--- config.mk ---
export PLATFORM = sky130hd
export DESIGN_NAME = uart_baud_gen
export DESIGN_NICKNAME = d
export VERILOG_FILES = /design/src/rtl/uart_baud_gen.sv
export SDC_FILE = /design/constraint.sdc
export NUM_CORES = 1
export LEC_CHECK = 0
export BUFFER_PORTS_ARGS = -buffer_cell sky130_fd_sc_hd__buf_2
export CORE_ASPECT_RATIO = 1.25
export CORE_MARGIN = 2
export CORE_UTILIZATION = 47
export DETAILED_ROUTE_END_ITERATION = 6
export PLACE_DENSITY = 0.66
export SETUP_SLACK_MARGIN = 0.3
export SYNTH_ARGS = -nofsm -noshare
export SYNTH_HDL_FRONTEND = slang
export SYNTH_SLANG_ARGS = --single-unit
--- constraint.sdc ---
create_clock -name clk -period 3 [get_ports clk]
set_input_delay 0.6 -clock clk [delete_from_list [all_inputs] [get_ports clk]]
set_output_delay 0.6 -clock clk [all_outputs]
set_load 0.02 [all_outputs]
--- src/rtl/uart_baud_gen.sv ---
// uart_baud_gen -- fractional-N UART baud tick generator.
//
// Produces a one-cycle RX oversample tick (rx_clk_en) every
// div_int + div_frac/2^FRAC_W clk cycles on average. It also produces a
// one-cycle TX bit tick (tx_clk_en) on every OSR-th RX tick.
//
// Build option: define UART_BAUD_FRAC_EN to compile in the fractional
// accumulator. Without it, div_frac is ignored and every period is exactly
// div_int cycles.
//
// Ports:
//   clk        system clock
//   rst_n      asynchronous active-low reset
//   en         generator enable; counters held at zero while low
//   div_int    integer clocks per RX tick (captured on div_load)
//   div_frac   fractional clocks per RX tick, units of 1/2^FRAC_W
//   div_load   pulse: capture divisor, restart all timing
//   tx_restart pulse: realign TX phase (clears the OSR counter only)
//   rx_clk_en  registered RX oversample tick
//   tx_clk_en  registered TX bit tick, coincident with an RX tick
//   cfg_err    active div_int < 2; no ticks are generated
module uart_baud_gen #(
  parameter int unsigned CLK_FREQ  = 50000000,
  parameter int unsigned BAUD_RATE = 9600,
  parameter int unsigned OSR       = 16,
  parameter int unsigned DIV_W     = 16,
  parameter int unsigned FRAC_W    = 4
) (
  input  logic              clk,
  input  logic              rst_n,
  input  logic              en,
  input  logic [DIV_W-1:0]  div_int,
  input  logic [FRAC_W-1:0] div_frac,
  input  logic              div_load,
  input  logic              tx_restart,
  output logic              rx_clk_en,
  output logic              tx_clk_en,
  output logic              cfg_err
);

  localparam int unsigned OSR_W = $clog2(OSR);
  localparam logic [OSR_W-1:0] OSR_LAST = OSR_W'(OSR - 1);

  localparam longint unsigned DEN      = 64'(BAUD_RATE) * 64'(OSR);
  localparam longint unsigned DIV_RST  = 64'(CLK_FREQ) / DEN;
  localparam longint unsigned FRAC_RST =
    ((64'(CLK_FREQ) << FRAC_W) / DEN) % (64'd1 << FRAC_W);

  logic [DIV_W-1:0] div_int_q;
  logic [DIV_W:0]   cnt_q;    // edges since period start; 0 = not started
  logic [DIV_W:0]   period;
  logic [OSR_W-1:0] osr_q;
  logic             run;
  logic             fire;

  assign cfg_err = (div_int_q < DIV_W'(2));
  assign run     = en && !cfg_err;
  // A tick is produced at the edge where cnt_q reaches the period length;
  // cnt_q restarts at 1 because that same edge is the first of the next period.
  assign fire    = run && !div_load && (cnt_q == period);

`ifdef UART_BAUD_FRAC_EN
  logic [FRAC_W-1:0] div_frac_q;
  logic [FRAC_W-1:0] acc_q;
  logic              long_q;  // carry from the last tick: next period is +1
  logic [FRAC_W:0]   acc_sum;

  assign acc_sum = {1'b0, acc_q} + {1'b0, div_frac_q};
  assign period  = {1'b0, div_int_q} + (DIV_W+1)'(long_q);

  always_ff @(posedge clk or negedge rst_n) begin
    if (!rst_n) begin
      div_frac_q <= FRAC_W'(FRAC_RST);
    end else if (div_load) begin
      div_frac_q <= div_frac;
    end
  end

  always_ff @(posedge clk or negedge rst_n) begin
    if (!rst_n) begin
      acc_q  <= '0;
      long_q <= 1'b0;
    end else if (div_load || !run) begin
      acc_q  <= '0;
      long_q <= 1'b0;
    end else if (fire) begin
      acc_q  <= acc_sum[FRAC_W-1:0];
      long_q <= acc_sum[FRAC_W];
    end
  end
`else
  logic unused_frac;

  assign unused_frac = ^{div_frac, FRAC_RST};
  assign period      = {1'b0, div_int_q};
`endif

  always_ff @(posedge clk or negedge rst_n) begin
    if (!rst_n) begin
      div_int_q <= DIV_W'(DIV_RST);
    end else if (div_load) begin
      div_int_q <= div_int;
    end
  end

  always_ff @(posedge clk or negedge rst_n) begin
    if (!rst_n) begin
      cnt_q     <= '0;
      osr_q     <= '0;
      rx_clk_en <= 1'b0;
      tx_clk_en <= 1'b0;
    end else if (div_load || !run) begin
      cnt_q     <= '0;
      osr_q     <= '0;
      rx_clk_en <= 1'b0;
      tx_clk_en <= 1'b0;
    end else begin
      rx_clk_en <= fire;
      cnt_q     <= fire ? (DIV_W+1)'(1) : cnt_q + (DIV_W+1)'(1);
      // A restart landing on a tick edge swallows that tick for TX purposes.
      if (tx_restart) begin
        osr_q     <= '0;
        tx_clk_en <= 1'b0;
      end else if (fire) begin
        if (osr_q == OSR_LAST) begin
          osr_q     <= '0;
          tx_clk_en <= 1'b1;
        end else begin
          osr_q     <= osr_q + OSR_W'(1);
          tx_clk_en <= 1'b0;
        end
      end else begin
        tx_clk_en <= 1'b0;
      end
    end
  end

endmodule

## Yosys cells after proc, flatten, opt, wreduce, memory -nomap -nowiden

Cells that the tools add are included.

| word-level totals | value |
|---|---|
| register bits after elaboration | 39 |
| bits of input ports | 25 |
| word-level logic and storage cells | 29 |

| operators by class | value |
|---|---|
| add/sub/neg operators | 2 |
| magnitude comparators | 1 |
| equality and inequality tests | 2 |
| multiplexer cells | 11 |
| reduce and logical (&&, ||, !) cells | 8 |

Operator list:

| operator | count |
|---|---|
| 2-to-1 mux 17 bit | 2 |
| adder 17 x 1 -> 17 bit (second input constant) | 1 |
| == test 17 x 16 -> 1 bit | 1 |
| < comparator 16 x 2 -> 1 bit (second input constant) | 1 |
| 2-to-1 mux 4 bit | 4 |
| 2-to-1 mux 1 bit | 5 |
| adder 4 x 1 -> 4 bit (second input constant) | 1 |
| == test 4 bit (second input constant) | 1 |
| logical AND 1 bit | 3 |
| zero test 1 bit | 3 |
| nonzero test 3 bit | 1 |
| logical OR 1 bit | 1 |

## Logic depth before layout (Yosys ltp)

Gate-level depths: netlist of the first run.

| logic depth | value |
|---|---|
| word-level depth | 8 |
| mapped depth | 6 |
| depth with buffers taken out | 6 |

## Worst setup path after synthesis of the first run

No wires, ideal clock.

| timing | value |
|---|---|
| path type | input-to-reg |
| start | input port div_load |
| end | register osr_q[2] |
| library setup time | 0.095 ns |
| data arrival time | 1.742 ns |
| slack | 1.162 ns |
| cell stages on the path | 6 |
| buffers on the path | 1 |
| path through | clkbuf_1 > nand2b_1 > a41o_1 > nor2_1 > o311ai_0 > o31ai_1 |

| on the way | value |
|---|---|
| word-level cells in the longest chain between the ends | 4 |

RTL lines:

| what | RTL line | source |
|---|---|---|
| from (decl) | 34 | `input logic div_load,` |
| zero test 1 bit | 60 | `assign fire = run && !div_load && (cnt_q == period);` |
| logical AND 1 bit (2 in a row) | 60 |  |
| nonzero test 3 bit (no line) | - |  |
| to (signal assigned) | 129 | `osr_q <= osr_q + OSR_W'(1);` |
| to (decl) | 52 | `logic [OSR_W-1:0] osr_q;` |

Several ways; a longest one is shown, not always the timed one.
A chain may end at the register's enable or synchronous reset.

## Worst setup path in the final report of the first run

| timing | value |
|---|---|
| start | register div_int_q[14] |
| end | output port cfg_err |

| on the way | value |
|---|---|
| word-level cells in the longest chain between the ends | 1 |

RTL lines:

| what | RTL line | source |
|---|---|---|
| from (decl) | 49 | `logic [DIV_W-1:0] div_int_q;` |
| from (signal assigned) | 100 | `div_int_q <= DIV_W'(DIV_RST);` |
| from (signal assigned) | 102 | `div_int_q <= div_int;` |
| < comparator 16 x 2 -> 1 bit | 56 | `assign cfg_err = (div_int_q < DIV_W'(2));` |
| to (decl) | 38 | `output logic cfg_err` |

Every way passes these cells.

==> results.tsv, run 1 <==
stage	metric	value	unit
timing	rsz0062_at_grt	false	
yosys	async_flop_share	100	%
global_routing	grt_overflow	0	
layout	final_cell_mix	dfrtp_1 (35), buf_2 (23), nor2_1 (20)	
placement	portBuffers	23	
die	die_h	75.3	um
pwr	netSwitchingPower	0.227	mW
die	rows	25	
clocking	post_cts_resized	0	
pwr	ir_worst_vdd	0.287	mV
layout	area_growth	13.8	%
detailed_routing	drcViolationCount	0	
pwr	leakage	0.950	nW
hold_path	hold_class	primary input to async pin	
clocking	cts_tree	done	
pwr	power	1.03	mW
timing	tns	0	ns
global_routing	grtUsageTotal	19.1	%
job	cap_violations	0	
worst_setup_path	crit_fanout	3	
pwr	clkPwrFrac	36.0	%
detailed_routing	via_per_inst	5.36	
timing	hold_violations	0	
worst_setup_path	critPathLaunchType	register	
yosys	syn_area	1910	um2
layout	finalNetCount	226	
timing	timing.fmax	450	MHz
detailed_routing	route.met3.wl	142	um
yosys	netlist_instances	172	
placement	place_worst_setup_slack	0.917	ns
die	ioPinCount	28	
layout	layout_commonest_cell	dfrtp_1	
die	die_area	4590	um2
clocking	path_clk_slew	0.07	ns
global_routing	grt_pass1_wl	6200	um
clocking	cts.path.max_buffers	2	
die	core_area	3850	um2
placement	place_congestion	0.824	
layout	drive_above_1_share	26.0	%
timing	fin_worst_skew	0.00411	ns
die	start_util	49.6	%
pwr	powerDensity	476	nW/um2
worst_setup_path	cp_data_required_time	2.40	ns
outcome	status	complete, no violations	
global_routing	antenna_found_initial	0	
worst_setup_path	cp_slowest_cell	nor4_1	
clocking	postCtsSetupBuffers	0	
detailed_routing	m1WireLength	1530	um
yosys	ys.warnings.count	0	
layout	antenna_cells	0	
yosys	synth.ff_latch_count	39	
pwr	p_sw_share	21.9	%
layout	fin_util	56.5	%
detailed_routing	drtIter0Drc	51	
yosys	synth-edff-count	0	
pwr	intPower	0.807	mW
detailed_routing	topRoutingLayerUsed	met4	
timing	worst_slew_pin_slew	0.840	ns
yosys	seq_area_frac_synth	51.4	%
worst_setup_path	worstSetupPathType	register to primary output	
placement	dp_hpwl	2880	um
pwr	power.share.sequential	56.0	%
yosys	synth_ff_type	dfrtp_1	
clocking	cts-hold-fix-buffers	0	
timing	min_period_over_period	74.1	%
die	die_w	61.0	um
detailed_routing	routed_wl	3740	um
timing	slew_viol_final	0	
clocking	cts_root_buf	clkbuf_8	
clocking	htree_levels	2	
detailed_routing	first_pass_iters	4	
clocking	clock-sinks	39	
yosys	synth_fp_nets	199	
global_routing	grt_max_degree	40	
worst_setup_path	cp.arrival	1.62	ns
timing	finalSetupViolCount	0	
pwr	pwr-share-comb	8.1	%
worst_setup_path	path_cells	nor4_1, and4_1, buf_2	
worst_setup_path	end_kind	primary output	
yosys	post_synth.cell_area_avg	11.1	um2
timing	period_needed	2.22	ns
clocking	cts_made_buffers	5	
timing	maxSlewHeadroom	44.0	%
global_routing	first_global_vias	1357	
detailed_routing	vias	1362	
worst_setup_path	cpPeakStageDelay	0.46	ns
yosys	ys_types	30	
detailed_routing	routedWlPerCell	14.7	um
detailed_routing	wl_met2	1960	um
detailed_routing	ant_nets	0	
timing	layout_setup_ws	0.777	ns
clocking	insertion_delay	0.28	ns
==> registers in the layout (all words and copies together), names as in the netlist <==
signal / count
cnt_q: 17
div_int_q: 16
osr_q: 4
rx_clk_en: 1
tx_clk_en: 1
==> area by class of cell <==
| type | instances | area, um2 |
|---|---|---|
| Fill cell | 351 | 1670 |
| Timing Repair Buffer | 24 | 123 |
| Clock buffer | 8 | 100 |
| Sequential cell | 39 | 981 |
| Multi-Input combinational cell | 125 | 887 |
| Tap cell | 54 | 67.6 |
| Inverter | 4 | 15.0 |
==> stage by stage <==
step / instances / hold WS [ns] / cell area (um2)
4_1_cts: 254 / 0.438 / 2170
6_report: 254 / 0.416 / 2170
5_1_grt: 254 / 0.485 / 2170
3_5_place_dp: 246 / 0.545 / 2070
2_1_floorplan: 172 / 0.304 / 1910
3_3_place_gp: 246 / 0.544 / 2070
==> power groups by stage <==
| stage | Combinational (mW) | Clock, mW | Sequential [mW] |
|---|---|---|---|
| 2_1_floorplan | 0.0537 | 0 | 0.580 |
| 3_3_place_gp | 0.0819 | 0 | 0.585 |
| 3_5_place_dp | 0.0853 | 0 | 0.587 |
| 4_1_cts | 0.0858 | 0.388 | 0.578 |
| 5_1_grt | 0.0944 | 0.407 | 0.581 |
| 6_report | 0.0836 | 0.372 | 0.579 |
==> Yosys cell counts (2+ instances only) <==
cell type	n	area, um2
nor2_1	20	75.1
nor4_1	6	37.5
xor2_1	19	166
mux2_2	16	180
o31ai_1	2	15.0
dfstp_2	4	105
and3_1	3	18.8
clkbuf_1	2	7.51
nand3_1	11	55.1
nand2_1	10	37.5
a21oi_1	2	10.0
dfrtp_1	35	876
inv_1	4	15.0
nor3_1	5	25.0
mux2i_1	3	30.0
ha_1	2	25.0
nand4_1	2	12.5
xnor2_1	12	105
and4_1	3	26.3
==> path summary, 6_finish.rpt <==
kind                            endpoint  cells after the start     startpoint  slack [ns]
min in group clk               tx_clk_en                      2     tx_restart        0.49
setup / recovery                 cfg_err                      3  div_int_q[14]        0.78
setup reg to reg                osr_q[2]                      5  div_int_q[14]        1.07
hold reg to reg                cnt_q[16]                      2      cnt_q[16]        0.57
hold / removal                 tx_clk_en                      1          rst_n        0.42
max in group asynchronous  div_int_q[12]                      1          rst_n        2.06
==> logic make-up after synthesis <==
logic type	Yosys count	share of synthesized area, %
AND/OR/NAND/NOR	65	17.1
multiplexers	19	11.0
XOR/XNOR	31	14.2
flip-flops	39	51.4
adder cells (fa/ha/maj)	2	1.31
AO/OA/AOI/OAI	8	2.82
buffers and inverters	8	2.16
==> worst max-delay path, delay by kind of cell (launching register included) <==
kind,cells,cell delay (ns)
AND/OR/NAND/NOR,2,0.75
flip-flops,1,0.41
buffers and inverters,1,0.17
==> layer usage <==
metal  vias to the layer above  track usage (%)
li1                        654                -
met1                       662             21.5
met2                        34             33.2
met3                        12             4.81
met4                         0             9.18
met5                         -                0
Note: power is estimated with default switching activity, not from simulation.
==> inputs of run 2 (changes only) <==
- clock period: 3 -> 2.1 ns (I/O delays scaled with it)
==> run 2 against run 1 <==
Power is 55% higher. Sequential cell count stayed put. Cell area is 4.3% higher. Via count is 0.44% lower. Setup slack worse by 0.54 ns. Utilization is 2.4 points higher. Global-route usage is 0.32 points higher. Largest cell class unchanged. Largest power group unchanged.
==> results.tsv, run 2 (same netlist as run 1, synthesis figures left out) <==
stage	metric	value	unit	change
timing	rsz0062_at_grt	true		was false
placement	dp_hpwl	2840	um	was 2880 um
layout	final_cell_mix	dfrtp_1 (34), buf_2 (22), xor2_1 (19), nor2_1 (19), mux2_2 (16)		was dfrtp_1 (35), buf_2 (23), nor2_1 (20)
detailed_routing	routed_wl	3780	um	was 3740 um
worst_setup_path	critPathLaunchType	register		unchanged
pwr	ir_worst_vdd	0.556	mV	was 0.287 mV
die	start_util	49.6	%	unchanged
pwr	powerDensity	709	nW/um2	was 476 nW/um2
timing	finalSetupViolCount	0		unchanged
detailed_routing	ant_nets	0		unchanged
timing	hold_violations	0		unchanged
die	die_w	61.0	um	unchanged
layout	antenna_cells	0		unchanged
global_routing	grtUsageTotal	19.4	%	was 19.1%
clocking	clock-sinks	39		unchanged
global_routing	grt_max_degree	40		unchanged
detailed_routing	drcViolationCount	0		unchanged
layout	drive_above_1_share	32.3	%	was 26.0%
layout	area_growth	18.7	%	was 13.8%
pwr	intPower	1.24	mW	was 0.807 mW
job	cap_violations	0		unchanged
clocking	cts_made_buffers	5		unchanged
timing	slew_viol_final	0		unchanged
pwr	power.share.sequential	51.7	%	was 56.0%
clocking	cts.path.max_buffers	2		unchanged
placement	place_worst_setup_slack	0.206	ns	was 0.917 ns
pwr	p_sw_share	22.6	%	was 21.9%
layout	layout_commonest_cell	dfrtp_1		unchanged
die	ioPinCount	28		unchanged
worst_setup_path	end_kind	primary output		unchanged
timing	worst_slew_pin_slew	0.836	ns	was 0.840 ns
timing	period_needed	1.87	ns	
detailed_routing	first_pass_iters	4		unchanged
worst_setup_path	cp.arrival	1.45	ns	was 1.62 ns
hold_path	hold_class	primary input to async pin		unchanged
clocking	insertion_delay	0.29	ns	was 0.28 ns
global_routing	grt_pass1_wl	6470	um	was 6200 um
worst_setup_path	rrSetupSlack	0.34	ns	was 1.07 ns
clocking	htree_levels	2		unchanged
pwr	power	1.61	mW	was 1.03 mW
die	rows	25		unchanged
timing	min_period_over_period	88.8	%	
timing	fin_worst_skew	0.00779	ns	was 0.00411 ns
pwr	pwr-share-comb	8.0	%	was 8.1%
worst_setup_path	cp_data_required_time	1.68	ns	was 2.40 ns
clocking	cts_tree	done		unchanged
clocking	path_clk_slew	0.08	ns	was 0.07 ns
global_routing	antenna_found_initial	0		unchanged
placement	place_congestion	0.857		was 0.824
outcome	status	complete, no violations		unchanged
clocking	postCtsSetupBuffers	0		unchanged
worst_setup_path	crit_fanout	3		unchanged
die	die_area	4590	um2	unchanged
layout	largest_register_ffs	17		unchanged
timing	maxSlewHeadroom	44.3	%	was 44.0%
detailed_routing	routedWlPerCell	14.8	um	was 14.7 um
detailed_routing	via_per_inst	5.32		was 5.36
layout	largestRegisters	cnt_q: 17 flops, div_int_q: 16 flops, osr_q: 4 flops		unchanged
layout	finalNetCount	227		was 226
die	die_h	75.3	um	unchanged
detailed_routing	vias	1356		was 1362
worst_setup_path	worstSetupPathType	register to primary output		unchanged
clocking	cts_root_buf	clkbuf_8		unchanged
timing	timing.fmax	536	MHz	
timing	layout_setup_ws	0.235	ns	was 0.777 ns
pwr	clkPwrFrac	40.3	%	was 36.0%
global_routing	first_global_vias	1381		was 1357
pwr	leakage	0.970	nW	was 0.950 nW
placement	portBuffers	23		unchanged
layout	top_register	cnt_q		unchanged
pwr	netSwitchingPower	0.364	mW	was 0.227 mW
timing	tns	0	ns	unchanged
global_routing	grt_overflow	0		unchanged
die	core_area	3850	um2	unchanged
detailed_routing	drtIter0Drc	39		was 51
timing	whs	0.227	ns	was 0.416 ns
[run 2: power by group through the flow]
stage,combinational [mW],sequential (mW),clock (mW)
6_report,0.128,0.831,0.648
5_1_grt,0.143,0.836,0.690
4_1_cts,0.128,0.831,0.661
3_5_place_dp,0.123,0.839,0
3_3_place_gp,0.118,0.837,0
2_1_floorplan,0.0766,0.828,0
[run 2: path summary, 6_finish.rpt]
check                             start            to  cells after the start
max in group asynchronous         rst_n     cnt_q[12]                      1
min in group clk             tx_restart     tx_clk_en                      2
min reg2reg                div_int_q[4]  div_int_q[4]                      1
max                        div_int_q[5]       cfg_err                      3
min                               rst_n     rx_clk_en                      1
max reg2reg                div_int_q[6]     tx_clk_en                      5
[run 2: routing by layer]
layer	part of all wire, %	vias up	global-route usage, %
met5	0	-	0
met4	1.5	0	7.25
met3	4.3	7	5.33
met2	54	30	33.9
met1	40	666	22.4
li1	-	653	-
[run 2: worst max-delay path, cell delays in order, from the launching register on]
cell and delay (ns):
dfrtp_1 0.42, nor4_2 0.33, and4_1 0.28, buf_6 0.13
[run 2: final cells by class]
type | instances | area [um2]
well taps | 54 | 67.6
multi-input cells | 125 | 948
repair buffers | 25 | 136
inverters | 4 | 15.0
clock buffers | 6 | 82.6
flip-flops and latches | 39 | 982
clock inverters | 2 | 35.0
fillers | 341 | 1580
[run 2: per-stage QoR]
| step | instance area, um2 | utilization [%] | cells |
|---|---|---|---|
| floorplan | 1910 | - | 172 |
| global placement | 2080 | 54.1 | 247 |
| detailed placement | 2080 | 54.1 | 247 |
| CTS | 2240 | 58.2 | 255 |
| global route | 2270 | 58.9 | 255 |
| finish | 2270 | 58.9 | 255 |
[run 2: repair_timing]
action	4_1_cts	5_1_grt
pin swaps	2	8
hold buffers	0	0
gates resized for setup	8	7
setup endpoints to repair	8	7
==> inputs of run 3 (changes only) <==
- BUFFER_PORTS_ARGS: -buffer_cell sky130_fd_sc_hd__buf_2 -> not set
- DONT_BUFFER_PORTS: not set -> 1
- PLACE_DENSITY: 0.66 -> 0.6
- RECOVER_POWER: not set -> 100
==> run 3 against run 2 <==
Setup slack got worse by 0.023 ns. Cell area fell by 3.5%. Register-to-register slack got worse by 0.13 ns. Sequential share of layout area rose by 1.6 points. Critical endpoint is now tx_clk_en.
==> results.tsv, run 3 (same netlist as run 1, synthesis figures left out) <==
stage	metric	value	unit	change
worst_setup_path	r2r-start	div_int_q[6]		unchanged
detailed_routing	drcViolationCount	0		unchanged
timing	slew_viol_final	0		unchanged
timing	tns	0	ns	unchanged
layout	antenna_cells	0		unchanged
global_routing	first_global_vias	1408		was 1381
die	die_h	75.3	um	unchanged
worst_setup_path	worstSetupPathType	register to register		was register to primary output
hold_path	min_to	tx_clk_en		
layout	final_cell_mix	dfrtp_1 (34), xor2_1 (19), nor2_1 (19)		was dfrtp_1 (34), buf_2 (22), xor2_1 (19), nor2_1 (19), mux2_2 (16)
pwr	ir_worst_vdd	0.502	mV	was 0.556 mV
layout	layout_commonest_cell	dfrtp_1		unchanged
detailed_routing	drtIter0Drc	73		was 39
layout	drive_above_1_share	21.7	%	was 32.3%
worst_setup_path	end_kind	register		was primary output
pwr	leakage	0.901	nW	was 0.970 nW
placement	dp_hpwl	2740	um	was 2840 um
layout	area_growth	14.5	%	was 18.7%
placement	place_congestion	0.758		was 0.857
global_routing	grt_pass1_wl	6400	um	was 6470 um
timing	min_period_over_period	89.9	%	was 88.8%
layout	largest_register_ffs	17		unchanged
hold_path	whs_path_depth	1		
worst_setup_path	rrSetupSlack	0.21	ns	was 0.34 ns
global_routing	grt_overflow	0		unchanged
clocking	htree_levels	2		unchanged
detailed_routing	routedWlPerCell	15.8	um	was 14.8 um
clocking	insertion_delay	0.29	ns	about the same
clocking	clock-sinks	39		unchanged
hold_path	hold_class	primary input to register		was primary input to async pin
worst_setup_path	ff2ff_path_depth	5		unchanged
worst_setup_path	cp_data_required_time	2.30	ns	was 1.68 ns
timing	hold_violations	0		unchanged
worst_setup_path	r2r_end	tx_clk_en		unchanged
timing	finalSetupViolCount	0		unchanged
clocking	cts.path.max_buffers	2		unchanged
job	cap_violations	0		unchanged
detailed_routing	routed_wl	3760	um	was 3780 um
placement	dp_cells	226		was 247
worst_setup_path	critPathLaunchType	register		unchanged
outcome	status	complete, no violations		unchanged
worst_setup_path	cp.arrival	2.09	ns	was 1.45 ns
global_routing	grtUsageTotal	19.1	%	was 19.4%
clocking	cts_tree	done		unchanged
pwr	powerDensity	711	nW/um2	was 709 nW/um2
detailed_routing	vias	1316		was 1356
detailed_routing	ant_nets	0		unchanged
timing	rsz0062_at_grt	true		unchanged
timing	worst_slew_pin_slew	0.934	ns	was 0.836 ns
timing	timing.fmax	530	MHz	was 536 MHz
global_routing	antenna_found_initial	0		unchanged
clocking	cts_root_buf	clkbuf_8		unchanged
pwr	power	1.56	mW	was 1.61 mW
die	start_util	49.6	%	unchanged
die	ioPinCount	28		unchanged
clocking	path_clk_slew	0.09	ns	was 0.08 ns
global_routing	grt_max_degree	40		unchanged
clocking	cts_made_buffers	5		unchanged
detailed_routing	first_pass_iters	4		unchanged
worst_setup_path	crit_fanout	8		was 3
hold_path	worstHoldStart	tx_restart		
layout	largestRegisters	cnt_q: 17 flops, div_int_q: 16 flops, osr_q: 4 flops		unchanged
die	core_area	3850	um2	unchanged
die	die_area	4590	um2	unchanged
layout	top_register	cnt_q		unchanged
timing	period_needed	1.89	ns	was 1.87 ns
placement	portBuffers	0		was 23
detailed_routing	via_per_inst	5.53		was 5.32
layout	layout.cells.non_filler	238		was 255
timing	fin_worst_skew	0.0175	ns	was 0.00779 ns
die	die_w	61.0	um	unchanged
layout	finalNetCount	210		was 227
die	rows	25		unchanged
timing	maxSlewHeadroom	37.7	%	was 44.3%
## run 3: worst max-delay path, cell delays in order (launching register included)
cell and delay (ns):
dfstp_1 0.61, xnor2_2 0.13, nand4_1 0.10, or3_1 0.40
or2_4 0.32, nor4_1 0.24
## run 3: through the flow
step / hold WS [ns] / utilization [%] / instance area (um2) / setup slack [ns]
after floorplan: 0.124 / - / 1910 / 0.386
after global placement: 0.125 / 51.5 / 1980 / 0.199
after detailed placement: 0.125 / 51.5 / 1980 / 0.175
after CTS: 0.169 / 56.2 / 2160 / 0.229
after global routing: 0.174 / 56.8 / 2190 / 0.101
final: 0.185 / 56.8 / 2190 / 0.212
## run 3: area by class of cell
| class | instances | area [um2] |
|---|---|---|
| flip-flops and latches | 39 | 982 |
| clock buffers | 6 | 72.6 |
| repair buffers | 8 | 67.6 |
| well taps | 54 | 67.6 |
| clock inverters | 2 | 37.5 |
| inverters | 4 | 15.0 |
| multi-input cells | 125 | 945 |
| fillers | 340 | 1660 |
## run 3: how the worst max path moves through the flow
stage	startpoint	end	slack (ns)	depth (start not counted)
final	div_int_q[6]	tx_clk_en	0.21	5
after global routing	div_int_q[6]	tx_clk_en	0.10	5
after CTS	div_int_q[15]	cfg_err	0.23	3
after detailed placement	div_int_q[8]	osr_q[2]	0.18	5
after global placement	div_int_q[8]	cnt_q[1]	0.20	5
after floorplan	div_int_q[6]	cnt_q[14]	0.39	6
## run 3: repair_timing
item / CTS / global route
resized for setup: 7 / 11
hold endpoints to repair: 39 / 0
gates cloned: 0 / 0
setup buffers: 0 / 2
pin swaps: 5 / 10
setup endpoints to repair: 8 / 8
hold buffers: 2 / 0
## run 3: report_power, final
| part | total, mW | switching (mW) | internal, mW | leakage [nW] |
|---|---|---|---|---|
| clock | 0.614 | 0.259 | 0.354 | 0.0514 |
| combinational | 0.113 | 0.0518 | 0.0610 | 0.351 |
| sequential | 0.829 | 0.0422 | 0.787 | 0.499 |
| total | 1.56 | 0.353 | 1.20 | 0.901 |
## run 3: per-layer routing
metal | share of wire (%) | GRT usage (%) | routed length, um | vias to the layer above
li1 | - | - | - | 616
met1 | 42 | 22.7 | 1570 | 662
met2 | 52 | 32.5 | 1960 | 30
met3 | 4.1 | 5.33 | 155 | 8
met4 | 2.0 | 7.49 | 77 | 0
met5 | 0 | 0 | 0 | -
